===== src/rtl/mips_pkg.sv =====
// Shared definitions for the MIPS-style core: opcode constants (decoded by
// the control unit and checked by the program loader), the end-of-program
// marker, and the loader state/status encodings.
package mips_pkg;

  // Primary opcodes, instruction bits [31:26]
  localparam logic [5:0] OP_R    = 6'b000000;
  localparam logic [5:0] OP_J    = 6'b000010;
  localparam logic [5:0] OP_JAL  = 6'b000011;
  localparam logic [5:0] OP_BEQ  = 6'b000100;
  localparam logic [5:0] OP_BNE  = 6'b000101;
  localparam logic [5:0] OP_ADDI = 6'b001000;
  localparam logic [5:0] OP_SLTI = 6'b001010;
  localparam logic [5:0] OP_ORI  = 6'b001101;
  localparam logic [5:0] OP_XORI = 6'b001110;
  localparam logic [5:0] OP_LUI  = 6'b001111;
  localparam logic [5:0] OP_LB   = 6'b100000;
  localparam logic [5:0] OP_LH   = 6'b100001;
  localparam logic [5:0] OP_LW   = 6'b100011;
  localparam logic [5:0] OP_LBU  = 6'b100100;
  localparam logic [5:0] OP_LHU  = 6'b100101;
  localparam logic [5:0] OP_LWU  = 6'b100111;
  localparam logic [5:0] OP_SB   = 6'b101000;
  localparam logic [5:0] OP_SH   = 6'b101001;
  localparam logic [5:0] OP_SW   = 6'b101011;

  // End-of-program marker; it is itself written to instruction memory
  localparam logic [31:0] HALT_WORD = 32'hFFFF_FFFF;

  typedef enum logic [2:0] {
    LD_IDLE  = 3'd0,
    LD_RECV  = 3'd1,
    LD_WRITE = 3'd2,
    LD_DONE  = 3'd3,
    LD_ERROR = 3'd4
  } loader_state_t;

  typedef enum logic [1:0] {
    ERR_NONE     = 2'b00,
    ERR_TIMEOUT  = 2'b01,
    ERR_OVERFLOW = 2'b10
  } loader_err_t;

  // True for every opcode the control unit decodes
  function automatic logic is_supported_opcode(input logic [5:0] op);
    case (op)
      OP_R, OP_J, OP_JAL, OP_BEQ, OP_BNE, OP_ADDI, OP_SLTI, OP_ORI,
      OP_XORI, OP_LUI, OP_LB, OP_LH, OP_LW, OP_LBU, OP_LHU, OP_LWU,
      OP_SB, OP_SH, OP_SW: return 1'b1;
      default:             return 1'b0;
    endcase
  endfunction

endpackage


===== src/rtl/program_loader_if.sv =====
// Byte-in / word-out bus of the program loader.
//   i_rx_data / i_rx_valid : byte stream from the debug UART receiver
//   o_imem_we / o_imem_addr / o_imem_data : instruction memory write port
// master: the loader (consumes bytes, drives the memory port)
// slave : the environment (UART side source, memory side sink)
interface program_loader_if #(
  parameter int NB_DATA = 32,
  parameter int NB_BYTE = 8,
  parameter int NB_ADDR = 10
) ();
  logic [NB_BYTE-1:0] i_rx_data;
  logic               i_rx_valid;
  logic               o_imem_we;
  logic [NB_ADDR-1:0] o_imem_addr;
  logic [NB_DATA-1:0] o_imem_data;

  modport master (
    input  i_rx_data, i_rx_valid,
    output o_imem_we, o_imem_addr, o_imem_data
  );

  modport slave (
    output i_rx_data, i_rx_valid,
    input  o_imem_we, o_imem_addr, o_imem_data
  );
endinterface


===== src/rtl/program_loader_timeout_counter.sv =====
// loader_timeout_counter: inter-byte idle down-counter.
//   clk, i_rst : clock, synchronous active-high reset
//   i_clear    : force count to zero
//   i_load     : reload with TIMEOUT-1 (a byte was just taken)
//   i_en       : count one idle cycle
//   o_tc       : terminal count, the TIMEOUT-th idle cycle is in progress
module loader_timeout_counter #(
  parameter int TIMEOUT = 100000
) (
  input  logic clk,
  input  logic i_rst,
  input  logic i_clear,
  input  logic i_load,
  input  logic i_en,
  output logic o_tc
);
  localparam int                NB_CNT   = $clog2(TIMEOUT + 1);
  localparam logic [NB_CNT-1:0] LOAD_VAL = NB_CNT'(TIMEOUT - 1);

  logic [NB_CNT-1:0] cnt;

  always_ff @(posedge clk) begin
    if (i_rst || i_clear)         cnt <= '0;
    else if (i_load)              cnt <= LOAD_VAL;
    else if (i_en && cnt != '0)   cnt <= cnt - 1'b1;
  end

  // Loaded with TIMEOUT-1 on the byte cycle, so zero is reached on the
  // TIMEOUT-th idle cycle after it.
  assign o_tc = i_en && (cnt == '0);
endmodule


===== src/rtl/program_loader.sv =====
// program_loader: packs a UART byte stream MSB-first into instructions and
// writes them to instruction memory from word 0 while holding the CPU.
//   clk, i_rst      : clock, synchronous active-high reset
//   i_start         : one-cycle load command (honoured in IDLE only)
//   bus (master)    : rx byte in, imem write port out
//   o_cpu_hold      : CPU must not fetch
//   o_busy          : loader in RECV or WRITE
//   o_done          : one-cycle pulse after HALT word written
//   o_error         : sticky 00 none / 01 timeout / 10 overflow
//   o_illegal_op    : sticky, an undecodable opcode was written
//   o_illegal_addr  : address of the first such word
//   o_word_count    : words written in this load, HALT included
module program_loader
  import mips_pkg::*;
#(
  parameter int                 NB_DATA   = 32,
  parameter int                 NB_BYTE   = 8,
  parameter int                 NB_ADDR   = 10,
  parameter logic [NB_DATA-1:0] HALT_WORD = mips_pkg::HALT_WORD,
  parameter int                 TIMEOUT   = 100000
) (
  input  logic               clk,
  input  logic               i_rst,
  input  logic               i_start,
  program_loader_if.master   bus,
  output logic               o_cpu_hold,
  output logic               o_busy,
  output logic               o_done,
  output logic [1:0]         o_error,
  output logic               o_illegal_op,
  output logic [NB_ADDR-1:0] o_illegal_addr,
  output logic [NB_ADDR:0]   o_word_count
);
  localparam int                 BYTES   = NB_DATA / NB_BYTE;
  localparam int                 NB_BCNT = (BYTES > 1) ? $clog2(BYTES) : 1;
  localparam logic [NB_BCNT-1:0] LAST_B  = NB_BCNT'(BYTES - 1);

  loader_state_t      state, state_nxt;
  logic [NB_BCNT-1:0] byte_cnt;
  logic [NB_DATA-1:0] word_buf;
  logic [NB_ADDR-1:0] addr;

  logic byte_take, last_byte, tmo_en, tmo_tc, tmo_clr, start_ok;
  logic is_halt, addr_last, op_bad;

  assign start_ok  = (state == LD_IDLE) && i_start;
  // Bytes are taken in RECV and also in WRITE, so a strobe landing on the
  // write cycle becomes byte 0 of the next word.
  assign byte_take = ((state == LD_RECV) || (state == LD_WRITE)) && bus.i_rx_valid;
  assign last_byte = (state == LD_RECV) && bus.i_rx_valid && (byte_cnt == LAST_B);
  // Only count idle time inside a partially received word
  assign tmo_en    = (state == LD_RECV) && (byte_cnt != '0) && !bus.i_rx_valid;
  assign tmo_clr   = start_ok;
  assign is_halt   = (word_buf == HALT_WORD);
  assign addr_last = &addr;
  assign op_bad    = !is_supported_opcode(word_buf[NB_DATA-1 -: 6]) && !is_halt;

  loader_timeout_counter #(.TIMEOUT(TIMEOUT)) u_tmo (
    .clk     (clk),
    .i_rst   (i_rst),
    .i_clear (tmo_clr),
    .i_load  (byte_take),
    .i_en    (tmo_en),
    .o_tc    (tmo_tc)
  );

  // State register
  always_ff @(posedge clk) begin
    if (i_rst) state <= LD_IDLE;
    else       state <= state_nxt;
  end

  // Next state
  always_comb begin
    state_nxt = state;
    case (state)
      LD_IDLE:  if (i_start) state_nxt = LD_RECV;
      LD_RECV: begin
        if (last_byte)   state_nxt = LD_WRITE;
        else if (tmo_tc) state_nxt = LD_ERROR;
      end
      LD_WRITE: begin
        if (is_halt)        state_nxt = LD_DONE;
        else if (addr_last) state_nxt = LD_ERROR;
        else                state_nxt = LD_RECV;
      end
      LD_DONE:  state_nxt = LD_IDLE;
      LD_ERROR: state_nxt = LD_IDLE;
      default:  state_nxt = LD_IDLE;
    endcase
  end

  // State-decoded outputs
  always_comb begin
    bus.o_imem_we = 1'b0;
    o_busy        = 1'b0;
    o_done        = 1'b0;
    case (state)
      LD_RECV:  o_busy = 1'b1;
      LD_WRITE: begin
        o_busy        = 1'b1;
        bus.o_imem_we = 1'b1;
      end
      LD_DONE:  o_done = 1'b1;
      default:  ;
    endcase
  end

  assign o_cpu_hold      = o_busy;
  assign bus.o_imem_addr = addr;
  assign bus.o_imem_data = word_buf;

  // Datapath and sticky status
  always_ff @(posedge clk) begin
    if (i_rst) begin
      byte_cnt       <= '0;
      word_buf       <= '0;
      addr           <= '0;
      o_word_count   <= '0;
      o_error        <= ERR_NONE;
      o_illegal_op   <= 1'b0;
      o_illegal_addr <= '0;
    end else begin
      if (byte_take) begin
        word_buf <= {word_buf[NB_DATA-NB_BYTE-1:0], bus.i_rx_data};
        byte_cnt <= byte_cnt + 1'b1;
      end
      case (state)
        LD_IDLE: if (i_start) begin
          byte_cnt       <= '0;
          addr           <= '0;
          o_word_count   <= '0;
          o_error        <= ERR_NONE;
          o_illegal_op   <= 1'b0;
          o_illegal_addr <= '0;
        end
        // Partial word is simply abandoned; the next start clears byte_cnt
        LD_RECV: if (!last_byte && tmo_tc) o_error <= ERR_TIMEOUT;
        LD_WRITE: begin
          o_word_count <= o_word_count + 1'b1;
          if (op_bad && !o_illegal_op) begin
            o_illegal_op   <= 1'b1;
            o_illegal_addr <= addr;
          end
          if (!is_halt) begin
            if (addr_last) o_error <= ERR_OVERFLOW;
            else           addr    <= addr + 1'b1;
          end
        end
        default: ;
      endcase
    end
  end
endmodule


===== src/flat_wrapper.sv =====
// flat-port wrapper written by rule: the top's interface ports become plain ports
module program_loader_flat import mips_pkg::*;
#(
  parameter int                 NB_DATA   = 32,
  parameter int                 NB_BYTE   = 8,
  parameter int                 NB_ADDR   = 10,
  parameter logic [NB_DATA-1:0] HALT_WORD = mips_pkg::HALT_WORD,
  parameter int                 TIMEOUT   = 100000
)
  (clk, i_rst, i_start, o_cpu_hold, o_busy, o_done, o_error, o_illegal_op, o_illegal_addr, o_word_count, bus_i_rx_data, bus_i_rx_valid, bus_o_imem_we, bus_o_imem_addr, bus_o_imem_data);
  program_loader_if #(.NB_DATA(NB_DATA), .NB_BYTE(NB_BYTE), .NB_ADDR(NB_ADDR)) bus_i ();
  input  logic clk;
  input  logic i_rst;
  input  logic i_start;
  output logic o_cpu_hold;
  output logic o_busy;
  output logic o_done;
  output logic [1:0] o_error;
  output logic o_illegal_op;
  output logic [NB_ADDR-1:0] o_illegal_addr;
  output logic [NB_ADDR:0] o_word_count;
  input wire logic [$bits(bus_i.i_rx_data)-1:0] bus_i_rx_data;
  input wire logic [$bits(bus_i.i_rx_valid)-1:0] bus_i_rx_valid;
  output wire logic [$bits(bus_i.o_imem_we)-1:0] bus_o_imem_we;
  output wire logic [$bits(bus_i.o_imem_addr)-1:0] bus_o_imem_addr;
  output wire logic [$bits(bus_i.o_imem_data)-1:0] bus_o_imem_data;
  assign bus_i.i_rx_data = bus_i_rx_data;
  assign bus_i.i_rx_valid = bus_i_rx_valid;
  assign bus_o_imem_we = bus_i.o_imem_we;
  assign bus_o_imem_addr = bus_i.o_imem_addr;
  assign bus_o_imem_data = bus_i.o_imem_data;
  program_loader #(.NB_DATA(NB_DATA), .NB_BYTE(NB_BYTE), .NB_ADDR(NB_ADDR), .HALT_WORD(HALT_WORD), .TIMEOUT(TIMEOUT)) u_core (.clk(clk), .i_rst(i_rst), .i_start(i_start), .bus(bus_i), .o_cpu_hold(o_cpu_hold), .o_busy(o_busy), .o_done(o_done), .o_error(o_error), .o_illegal_op(o_illegal_op), .o_illegal_addr(o_illegal_addr), .o_word_count(o_word_count));
endmodule

===== config.mk =====
export PLATFORM = sky130hd
export DESIGN_NAME = program_loader_flat
export DESIGN_NICKNAME = d
export VERILOG_FILES = /design/src/rtl/mips_pkg.sv /design/src/rtl/program_loader_if.sv /design/src/rtl/program_loader_timeout_counter.sv /design/src/rtl/program_loader.sv /design/src/flat_wrapper.sv
export SDC_FILE = /design/constraint.sdc
export NUM_CORES = 1
export LEC_CHECK = 0
export CAP_MARGIN = 10
export CORE_UTILIZATION = 40
export CTS_CLUSTER_SIZE = 12
export DETAILED_ROUTE_END_ITERATION = 10
export PLACE_DENSITY = 0.64
export SETUP_SLACK_MARGIN = 0.05
export SYNTH_ARGS = -nofsm -noshare
export SYNTH_HDL_FRONTEND = slang
export SYNTH_SLANG_ARGS = --single-unit
export TNS_END_PERCENT = 100

===== constraint.sdc =====
create_clock -name clk -period 2.25 [get_ports clk]
set_input_delay 0.3375 -clock clk [delete_from_list [all_inputs] [get_ports clk]]
set_output_delay 0.3375 -clock clk [all_outputs]
set_load 0.1 [all_outputs]

Word-level counts from Yosys, hierarchy flattened
Memory sizes are Yosys's and may differ from the RTL's. A register that Yosys moved wholly into a read port is not among the register bits.
Index checks and enable logic that the tools add are counted.
{ "word_totals": {"register_bits": 88, "latchBits": 0, "ramBits": 0, "romBits": 64, "inputBits": 12, "output_inout_bits": 70, "word_cells": 92, "n_memories": 1} }
{ "memory_table": {"columns": ["memory", "words", "width", "rd", "rd_clocked_by_memory_dff", "write_ports", "line_no", "text"], "rows": [
  ["(name not given)", 64, 1, 1, 1, 0, "mips_pkg.sv:46", "case (op)"]
]} }
{ "op_classes": {"add_sub_neg": 4, "mul": 0, "div": 0, "order_cmp": 0, "n_eq_ne": 12, "shifts": 0, "n_mux": 32, "n_bitwise": 0, "reduce_logical": 33} }
{ "ops": {"columns": ["op", "count"], "rows": [
  ["$mux W10", 4],
  ["$pmux W10 S2", 2],
  ["$mux W17", 2],
  ["$eq A32 B32 Y1 const B", 1],
  ["$pmux W11 S2", 1],
  ["$logic_not A17 Y1", 1],
  ["$reduce_bool A17 Y1", 1],
  ["$sub A17 B1 Y17 const B", 1],
  ["$mux W3", 5],
  ["$mux W2", 7],
  ["$mux W6", 2],
  ["$add A11 B1 Y11 const B", 1],
  ["$logic_and A1 B1 Y1", 11],
  ["$mux W11", 1],
  ["$add A10 B1 Y10 const B", 1],
  ["$ne A2 B2 Y1 const B", 5],
  ["$reduce_and A10 Y1", 1],
  ["$pmux W3 S3", 1],
  ["$eq A3 B2 Y1 const B", 2],
  ["$pmux W2 S3", 1],
  ["$reduce_bool A2 Y1", 3],
  ["$logic_not A1 Y1", 5],
  ["$mux W1", 5],
  ["$reduce_and A5 Y1", 1],
  ["other kinds (13)", 16]
]} }

Depth between registers and ports, before layout
Gate-level depths: netlist (run 1).
{ "logic_depth": {"word_depth": 7, "ltp_mapped": 9, "ltp_nobuf": 7} }

By module
Synthesis (run 1) repeated with hierarchy kept, for this count alone.
{ "hier_totals": {"hier_cells": 510, "hier_area_um2": 4195.3} }
{ "by_module_without_submodules": {"columns": ["mod", "instances", "cells_per_inst", "area_per_inst_um2", "seq_area_each_um2"], "rows": [
  ["program_loader", 1, 404, 3258.1, 1441.4],
  ["loader_timeout_counter", 1, 106, 937.1, 340.3]
]} }

Least setup slack after synthesis (run 1)
Ideal clock, no wire load.
{ "synth_path": {"path_kind": "register to output", "from": "reg u_core.state[0]", "to": "out o_cpu_hold", "arrival_ns": 2.410, "t_required_ns": 1.913, "path_slack_ns": -0.498, "path_stages_with_launch": 5, "n_path_buf": 2, "path_cell_list": "dfxtp_1 > buf_4 > xnor2_1 > nor2_1 > buf_4"} }
{ "synth_via": {"elab_chain_cells": 3, "word_cells_on_any_way": 4, "classes_between": "2 x eq/ne; 1 x mux; 1 x reduce/logical"} }
{ "synth_rtl": {"columns": ["item", "line_no", "text"], "rows": [
  ["start, declared", "program_loader.sv:38", "loader_state_t state, state_nxt;"],
  ["start signal, assigned", "program_loader.sv:70", "else state <= state_nxt;"],
  ["$eq A3 B1 Y1 / $eq A3 B2 Y1 (equally long branches)", "program_loader.sv:98", "case (state)"],
  ["$reduce_or A2 Y1 (no line) *", null, null],
  ["$mux W1 *", "program_loader.sv:98", null],
  ["end, declared", "flat_wrapper.sv:15", "output logic o_cpu_hold;"]
]} }
Every way passes the cells marked *; elsewhere a longest branch is shown, timed or not.

Worst setup path in the final report (run 1)
{ "layout_path": {"from": "reg u_core.u_tmo.cnt[2]", "to": "reg u_core.u_tmo.cnt[1]"} }
{ "layout_via": {"elab_chain_cells": 3} }
{ "layout_rtl": {"columns": ["item", "line_no", "text"], "rows": [
  ["start, declared", "program_loader_timeout_counter.sv:20", "logic [NB_CNT-1:0] cnt;"],
  ["start signal, assigned", "program_loader_timeout_counter.sv:25", "else if (i_en && cnt != '0) cnt <= cnt - 1'b1;"],
  ["$reduce_bool A17 Y1", "program_loader_timeout_counter.sv:25", null],
  ["$logic_and A1 B1 Y1", "program_loader_timeout_counter.sv:25", null],
  ["$reduce_bool A2 Y1 (no line)", null, null]
]} }
No other way between the ends.
A chain may end at the register's enable or synchronous reset.

==> results of run 1 <==
-- metal layers --
| layer | vias up | part of all wire [%] | global-route usage, % |
|---|---|---|---|
| li1 | 1972 | - | - |
| met1 | 1862 | 47 | 26.7 |
| met2 | 76 | 48 | 32.8 |
| met3 | 9 | 3.6 | 4.49 |
| met4 | 0 | 0.92 | 4.73 |
| met5 | - | 0 | 0 |
-- final cells by class --
cell class / count / share of cell area (%)
Clock buffer: 10 / 2.49
Clock inverter: 6 / 1.18
Inverter: 11 / 0.974
Multi-Input combinational cell: 369 / 41.2
Timing Repair Buffer: 110 / 16.5
Tap cell: 136 / 3.08
Sequential cell: 89 / 34.6
-- cell families (layout without fill, tap and decap cells) --
kind of cell | Yosys count | count (layout) | synth area share, %
DFF | 89 | 89 | 42.1
AOI/OAI and AO/OA | 117 | 117 | 17.8
adders and majority gates | 5 | 5 | 1.48
and+or+nand+nor | 220 | 220 | 27.8
xor gates and xnor gates | 16 | 16 | 3.31
muxes | 11 | 11 | 2.75
buffers and inverters | 42 | 137 | 4.75
-- stage by stage --
step	setup slack (ns)	power, W
final	0.149	0.00308
after global routing	0.0506	0.00324
after CTS	0.101	0.00312
after detailed placement	0.0498	0.00199
after global placement	0.135	0.00199
after floorplan	0.0553	0.00187
-- report_power, final --
group / switching, W / internal [W] / total, W
Clock: 0.000574 / 0.000548 / 0.00112
Combinational: 0.000244 / 0.000131 / 0.000375
Sequential: 0.0000209 / 0.00156 / 0.00158
Total: 0.000839 / 0.00224 / 0.00308
-- synthesized netlist by cell type, drive strengths merged (3+ instances only) --
library cell and n:
xor2 13, nor3 11, clkbuf 19, and3 3, xnor2 3, nand2b 11, inv 10, o21ai 10
nand3 10, dfxtp 89, or3b 3, nand2 84, nor2b 4, o211ai 7, a31oi 6, mux2 5
mux2i 6, or4 4, or3 9, or2 9, o2bb2ai 10, ha 5, buf 12, nor4 7
nand4 23, nor2 31, nor4b 3, a2111o 3, a211oi 8, a21oi 57
-- worst paths after layout --
kind                                              endpoint  depth (start not counted)
worst min-delay path            u_core.bus.o_imem_data[26]                          2
worst max-delay path                   u_core.u_tmo.cnt[1]                          5
worst min register to register          u_core.byte_cnt[1]                          2
worst max register to register         u_core.u_tmo.cnt[1]                          5
-- sequential cells by signal (all words and copies together) (netlist names), named ones only --
signal and cells:
u_core.bus.o_imem_data 32, u_core.u_tmo.cnt 17, u_core.o_word_count 11, u_core.bus.o_imem_addr 10, u_core.o_illegal_addr 10, u_core.state 3, u_core.byte_cnt 2, u_core.o_error 2
u_core.o_illegal_op 1
-- critical path: cells and delay by family, from the launching register on --
family	cells	cell delay, ns
DFF	1	0.37
muxes	1	0.35
AOI/OAI and AO/OA	2	0.38
and+or+nand+nor	2	0.93
-- timing repair --
item                       in CTS  in global routing
gates resized for setup         0                  2
setup endpoints to repair       0                 13
buffers inserted                0                  1
==> flow_metrics.py, run 1 <==
metrics = {
    "synthesis": {
        "avgSynthCellArea_um2": 8.47,
        "syn_nets": 517,
        "yosysWarnings": 0,
        "synth_area_leader_cell": "dfxtp_1",
        "synth-seq-area-share_pct": 42.1,
        "synth_flop_cell": "dfxtp_1",
        "synth_cell_types": 68,
        "synth.top_cell.area_share_pct": 42.1,
        "ys_ff_latch": 89,
        "synthCells": 500,
        "netlist_area_um2": 4240,
        "synthArstFlopShare_pct": 0,
        "ys_top_cells_by_area": "dfxtp_1 (42%), nand2_1 (7.4%), a21oi_1 (6.7%), nand4_1 (3.4%), xor2_1 (2.7%)",
        "synth_edf_count": 0,
    },
    "cells_and_area": {
        "regArea_um2": 1910,
        "stdcell_count": 731,
        "layout.nets": 607,
        "fillers": 1006,
        "fin_area_um2": 5520,
        "antenna_cells": 0,
        "final_common_cell": "buf_4",
        "fin_util_pct": 53.7,
        "multi_input_area_um2": 2270,
        "drive_above_1_share_pct": 31.4,
        "final_cell_mix": "buf_4 (94), nand2_1 (83), a21oi_1 (57), dfxtp_1 (49), dfxtp_4 (32)",
        "area_delta_synth_final_pct": 30.4,
    },
    "timing": {
        "fin_tns_setup_ns": 0,
        "layout_min_cycle_time_ns": 2.10,
        "skew_ns": 0.0158,
        "rsz0062_at_grt": "false",
        "hold_violations": 0,
        "timing.hold.ws_ns": 0.448,
        "fmaxAchievable_ghz": 0.476,
        "slew_headroom_pct": 65.1,
        "setup_viol_count_final": 0,
        "worst_pin_slew_ns": 0.524,
        "slew_violations": 0,
        "fin_crit_sh_pct": 93.4,
    },
    "grt": {
        "grt_pass1_wl_um": 17900,
        "grt_remaining_overflow": 0,
        "grt.total_usage_pct": 20.0,
        "antenna_found_initial": 0,
        "grt_pass1_vias": 3662,
        "grt_max_degree": 41,
    },
    "critical_path": {
        "path_class": "reg -> reg",
        "crit_chain": "or4_4, or2_1, o21ai_2, mux2_2, a21oi_1",
        "slowest_delay_ns": 0.57,
        "rrSetupSlack_ns": 0.15,
        "worstSetupStartpointType": "flop",
        "cp.required_ns": 2.54,
        "crit_path_max_fanout": 6,
        "crit_arrival_ns": 2.39,
        "r2r-start": "u_core.u_tmo.cnt[2]",
        "crit_slowest_cell": "or4_4",
        "cp-end-kind": "flop",
        "crit_start": "u_core.u_tmo.cnt[2]",
    },
    "clocking": {
        "clkLatencyLatePin_ns": 0.36,
        "cts_buffers": 9,
        "clk_path_buf_depth": 2,
        "clkTransAtPathRegs_ns": 0.10,
        "cts.sinks": 89,
        "root_buffer": "clkbuf_8",
        "h-tree-depth": 3,
        "cts_tree": "yes",
        "postCtsHoldBufs": 0,
    },
    "floorplanning": {
        "die_y_um": 105,
        "die_w_um": 105,
        "ioPinCount": 82,
        "num_rows": 37,
        "die_area_um2": 11000,
        "start_util_pct": 41.2,
        "design.core.area_um2": 10300,
    },
    "run": {
        "drv_cap": 0,
    },
    "power": {
        "peakVddDrop_mv": 0.253,
        "p_leak_nw": 1.99,
        "power.density_nw_per_um2": 557,
    },
    "placement": {
        "gp_congestion": 0.844,
        "hpwl_um": 7630,
        "dp_cells": 714,
        "io_buffers": 81,
        "postPlaceCellArea_um2": 5310,
    },
    "route": {
        "routed_via_density": 5.36,
        "wl_per_cell_um": 14.6,
        "vias": 3919,
        "first_pass_iters": 4,
        "drtIter0Drc": 178,
        "route.detailed.drc": 0,
        "antenna_left": 0,
        "drt-total-wl_um": 10700,
    },
    "run_status": {
        "status": "finished clean",
    },
    "hold_path": {
        "min_path_type": "in -> reg",
        "hold_start": "i_rst",
    },
}
No activity file was read; power rests on OpenSTA's default activity.
==> run 2, diff against run 1 <==
--- a/config.mk
+++ b/config.mk
@@ -6,6 +6,7 @@
 export NUM_CORES = 1
 export LEC_CHECK = 0
 export CAP_MARGIN = 10
+export CORE_MARGIN = 8
 export CORE_UTILIZATION = 40
 export CTS_CLUSTER_SIZE = 12
 export DETAILED_ROUTE_END_ITERATION = 10
==> run 2 against run 1 <==
Critical path depth fell by 1. Sequential share of layout area rose by 0.14 points. Wire length rose by 6.1%. Clock skew rose by 0.00071 ns. Flip-flop and latch count did not move. Register-to-register slack improved by 0.02 ns. Clock power barely moved. Sequential power barely moved. Maximum frequency rose by 0.36%.
==> flow_metrics.py, run 2 (synthesized netlist as in run 1, its figures left out) <==
metrics = {
    "run_status": {
        "status": "finished clean",
    },
    "route": {
        "routed_via_density": 5.38,
        "vias": 3929,
        "wl_per_cell_um": 15.5,
        "first_pass_iters": 4,
        "drt-total-wl_um": 11300,
        "drtIter0Drc": 227,
        "route.detailed.drc": 0,
        "antenna_left": 0,
    },
    "placement": {
        "gp_congestion": 0.851,
        "hpwl_um": 8300,
        "io_buffers": 81,
    },
    "grt": {
        "antenna_found_initial": 0,
        "grt_pass1_vias": 3843,
        "grt.total_usage_pct": 16.3,
        "grt_max_degree": 40,
        "grt_pass1_wl_um": 19300,
        "grt_remaining_overflow": 0,
    },
    "cells_and_area": {
        "final_common_cell": "buf_4",
        "area_delta_synth_final_pct": 29.9,
        "drive_above_1_share_pct": 31.3,
        "layout.nets": 606,
        "largest_reg_flops": 32,
        "antenna_cells": 0,
        "final_cell_mix": "buf_4 (94), nand2_1 (83), a21oi_1 (57), dfxtp_1 (48), dfxtp_4 (32)",
    },
    "floorplanning": {
        "start_util_pct": 41.0,
        "die_w_um": 119,
        "die_y_um": 119,
        "die_area_um2": 14100,
        "ioPinCount": 82,
        "num_rows": 37,
        "design.core.area_um2": 10300,
    },
    "timing": {
        "worst_pin_slew_ns": 0.453,
        "fmaxAchievable_ghz": 0.478,
        "hold_violations": 0,
        "setup_viol_count_final": 0,
        "fin_crit_sh_pct": 93.0,
        "skew_ns": 0.0165,
        "slew_violations": 0,
        "fin_tns_setup_ns": 0,
        "rsz0062_at_grt": "false",
        "slew_headroom_pct": 69.5,
        "layout_min_cycle_time_ns": 2.09,
    },
    "critical_path": {
        "path_class": "reg -> out",
        "worstSetupStartpointType": "flop",
        "crit_arrival_ns": 1.76,
        "cp.required_ns": 1.91,
        "cp-end-kind": "output pin",
        "crit_path_max_fanout": 17,
    },
    "clocking": {
        "cts_tree": "yes",
        "root_buffer": "clkbuf_8",
        "cts.sinks": 89,
        "clk_path_buf_depth": 2,
        "clkLatencyLatePin_ns": 0.36,
        "cts_buffers": 9,
        "clkTransAtPathRegs_ns": 0.09,
        "cts_setup_buffers": 0,
        "h-tree-depth": 3,
    },
    "power": {
        "p_leak_nw": 1.97,
        "power.density_nw_per_um2": 555,
        "peakVddDrop_mv": 0.292,
        "finalPower_w": 0.00305,
    },
    "run": {
        "drv_cap": 0,
    },
    "hold_path": {
        "min_path_type": "in -> reg",
    },
}
run 2: changes by cell type in the layout (fill, tap and decap cells not counted):
cell	before	now
dfxtp_2	8	9
clkbuf_16	0	1
buf_12	5	4
o22ai_2	0	1
dfxtp_1	49	48
or4_1	1	2
or4_4	3	2
clkinv_4	0	1
clkbuf_1	0	1
bufinv_16	1	0
o22ai_1	1	0
clkinv_2	2	0
run 2: worst max-delay path, cell delays in order, from the launching register on:
cell and delay [ns]:
dfxtp_2 0.42, or3b_4 0.45, clkinv_8 0.09, buf_4 0.23, buf_12 0.21
run 2: layout make-up:
class                      instances  area (um2)
clock buffer                      12         166
inverter                          11        53.8
timing repair buffer             109         891
multi-input combinational        369        2280
tap                              136         170
clock inverter                     4        33.8
sequential                        89        1910
fill                             986        4820
run 2: worst paths after layout:
path | from | endpoint | slack (ns) | depth (start not counted)
setup / recovery | u_core.state[1] | bus_o_imem_we | 0.16 | 4
hold / removal | i_rst | u_core.o_illegal_op | 0.40 | 2
setup reg to reg | u_core.u_tmo.cnt[2] | u_core.u_tmo.cnt[1] | 0.17 | 5
hold reg to reg | u_core.o_illegal_addr[2] | u_core.o_illegal_addr[2] | 0.48 | 2
run 2: timing repair:
action | 4_1_cts | 5_1_grt
resized for setup | 1 | 2
gates cloned | 0 | 0
pin swaps | 0 | 0
hold buffers | 0 | 0
setup endpoints to repair | 1 | 3
run 2: where the power goes:
part | switching [W] | total [W] | internal, W
combinational | 0.000249 | 0.000375 | 0.000126
sequential | 0.0000204 | 0.00158 | 0.00156
clock | 0.000589 | 0.00110 | 0.000510
run 2: metal layers:
metal	vias to the layer above	global-route usage (%)	wire length (um)
met1	1869	20.2	5100
met2	73	27.2	5510
met3	15	3.50	521
met4	0	6.17	190
li1	1972	-	-
met5	-	0	0
run 2: per-stage QoR:
step           setup WS [ns]  hold WS (ns)  cell area, um2  utilization, %  cells
2_1_floorplan         0.0553         0.447            4380               -    500
3_3_place_gp          0.0997         0.460            5290            51.3    714
3_5_place_dp          0.0829         0.467            5290            51.3    714
4_1_cts               0.0816         0.396            5500            53.2    730
5_1_grt               0.0818         0.442            5500            53.3    730
6_report               0.156         0.402            5500            53.3    730
==> run 3, diff against run 2 <==
--- a/config.mk
+++ b/config.mk
@@ -15,4 +15,4 @@
 export SYNTH_ARGS = -nofsm -noshare
 export SYNTH_HDL_FRONTEND = slang
 export SYNTH_SLANG_ARGS = --single-unit
-export TNS_END_PERCENT = 100
+export TNS_END_PERCENT = 5
==> run 3 against run 2 <==
Global-route usage shrank 0.22 points. Wire length rose by 1.8%. Worst setup slack is essentially flat. Register-to-register slack barely moved. Worst hold slack gained 0.0057 ns. Clock skew fell by 0.0073 ns. Non-clock buffer count unchanged. Utilization down 0.47 points. Cell area fell by 0.89%. Largest power group unchanged.
==> flow_metrics.py, run 3 (synthesized netlist as in run 1, its figures left out) <==
metrics = {
    "critical_path": {
        "path_class": "reg -> out",
        "slowest_delay_ns": 0.45,
        "crit_chain": "or3b_4, clkinv_8, buf_4, buf_12",
        "worstReg2RegEnd": "u_core.u_tmo.cnt[1]",
        "crit_slowest_cell": "or3b_4",
        "rrSetupSlack_ns": 0.16,
        "worstSetupStartpointType": "flop",
        "r2r-start": "u_core.u_tmo.cnt[2]",
        "cp.required_ns": 1.91,
        "crit_path_max_fanout": 18,
        "crit_arrival_ns": 1.76,
        "cp-end-kind": "output pin",
        "r2r_cells": 5,
    },
    "grt": {
        "grt_remaining_overflow": 0,
        "grt.total_usage_pct": 16.1,
        "grt_pass1_vias": 3748,
        "grt_max_degree": 39,
        "top_usage_layer": "met2",
        "grtUsageMet1_pct": 20.0,
        "antenna_found_initial": 0,
        "grtUsageMet3_pct": 3.50,
        "met2_usage_pct": 26.3,
        "grt_pass1_wl_um": 18800,
    },
    "timing": {
        "skew_ns": 0.00918,
        "layout_min_cycle_time_ns": 2.09,
        "slew_headroom_pct": 69.2,
        "fin_tns_setup_ns": 0,
        "rsz0062_at_grt": "true",
        "setup_viol_count_final": 0,
        "hold_violations": 0,
        "worst_pin_slew_ns": 0.461,
        "fin_crit_sh_pct": 93.0,
        "timing.hold.ws_ns": 0.407,
        "slew_violations": 0,
        "fmaxAchievable_ghz": 0.478,
    },
    "placement": {
        "io_buffers": 81,
        "hpwl_um": 8510,
        "gp_congestion": 0.853,
    },
    "floorplanning": {
        "design.core.area_um2": 10300,
        "num_rows": 37,
        "ioPinCount": 82,
        "die_w_um": 119,
        "die_area_um2": 14100,
        "die_y_um": 119,
        "start_util_pct": 41.0,
    },
    "cells_and_area": {
        "layout.nets": 606,
        "fin_util_pct": 52.8,
        "fillers": 964,
        "regArea_um2": 1890,
        "final_cell_mix": "buf_4 (93), nand2_1 (83), a21oi_1 (57), dfxtp_1 (51), nor2_1 (28)",
        "area_delta_synth_final_pct": 28.8,
        "multi_input_area_um2": 2270,
        "final_common_cell": "buf_4",
        "drive_above_1_share_pct": 30.6,
        "antenna_cells": 0,
        "largest_reg_flops": 32,
    },
    "route": {
        "vias": 3923,
        "first_pass_iters": 4,
        "route.detailed.drc": 0,
        "drtIter0Drc": 210,
        "routed_via_density": 5.37,
        "wl_per_cell_um": 15.8,
        "drt-total-wl_um": 11500,
        "antenna_left": 0,
    },
    "run_status": {
        "status": "finished clean",
    },
    "clocking": {
        "root_buffer": "clkbuf_8",
        "clkLatencyLatePin_ns": 0.36,
        "cts_buffers": 9,
        "clk_path_buf_depth": 2,
        "h-tree-depth": 3,
        "postCtsHoldBufs": 0,
        "cts.sinks": 89,
        "clkTransAtPathRegs_ns": 0.09,
        "cts_tree": "yes",
    },
    "hold_path": {
        "hold_start": "i_rst",
        "min_to": "u_core.o_illegal_op",
        "min_path_type": "in -> reg",
        "hold_depth": 2,
    },
    "power": {
        "p_leak_nw": 1.96,
        "power.density_nw_per_um2": 545,
        "peakVddDrop_mv": 0.356,
    },
    "run": {
        "drv_cap": 0,
    },
}
## run 3: repair_timing
action | in CTS | in global routing
endpoints found under the setup margin | 0 | 2
buffers inserted | 0 | 0
resized for setup | 0 | 1
## run 3: layout make-up
type                            count  share of cell area, %
Tap cell                          136                   3.12
Clock inverter                      6                  0.757
Inverter                           11                  0.986
Timing Repair Buffer              109                   16.6
Sequential cell                    89                   34.6
Clock buffer                       10                   2.34
Multi-Input combinational cell    369                   41.6
## run 3: per-layer routing
metal | part of all wire [%] | wire length, um
met5 | 0 | 0
met4 | 1.4 | 163
met3 | 4.9 | 570
met2 | 48 | 5530
met1 | 46 | 5260
## run 3: worst max path at each step
stage,startpoint,end,slack (ns),depth (start not counted)
global placement,i_start,u_core.u_tmo.cnt[7],0.14,6
floorplan,u_core.bus.o_imem_data[28],u_core.o_illegal_addr[0],0.03,7
global route,u_core.bus.o_imem_data[10],u_core.bus.o_imem_addr[1],0.05,6
detailed placement,bus_i_rx_valid,flop,0.07,5
CTS,u_core.state[0],bus_o_imem_we,0.07,4
finish,u_core.state[0],bus_o_imem_we,0.16,4
## run 3: critical path: cells and delay by family (launching register included)
kind | cells | cell delay, ns
AND/OR/NAND/NOR | 1 | 0.45
buffers and inverters | 3 | 0.54
flip-flops | 1 | 0.40
## run 3: through the flow
stage | instances | power [W] | instance area, um2 | setup WS, ns
floorplan | 500 | 0.00188 | 4350 | 0.0260
global placement | 714 | 0.00200 | 5280 | 0.140
detailed placement | 714 | 0.00200 | 5280 | 0.0654
CTS | 730 | 0.00300 | 5450 | 0.0742
global route | 730 | 0.00310 | 5460 | 0.0488
finish | 730 | 0.00297 | 5460 | 0.156
## run 3: power by group
| part | switching, W | internal (W) |
|---|---|---|
| Sequential | 0.0000209 | 0.00157 |
| Combinational | 0.000248 | 0.000128 |
| Clock | 0.000599 | 0.000407 |
| Total | 0.000869 | 0.00210 |
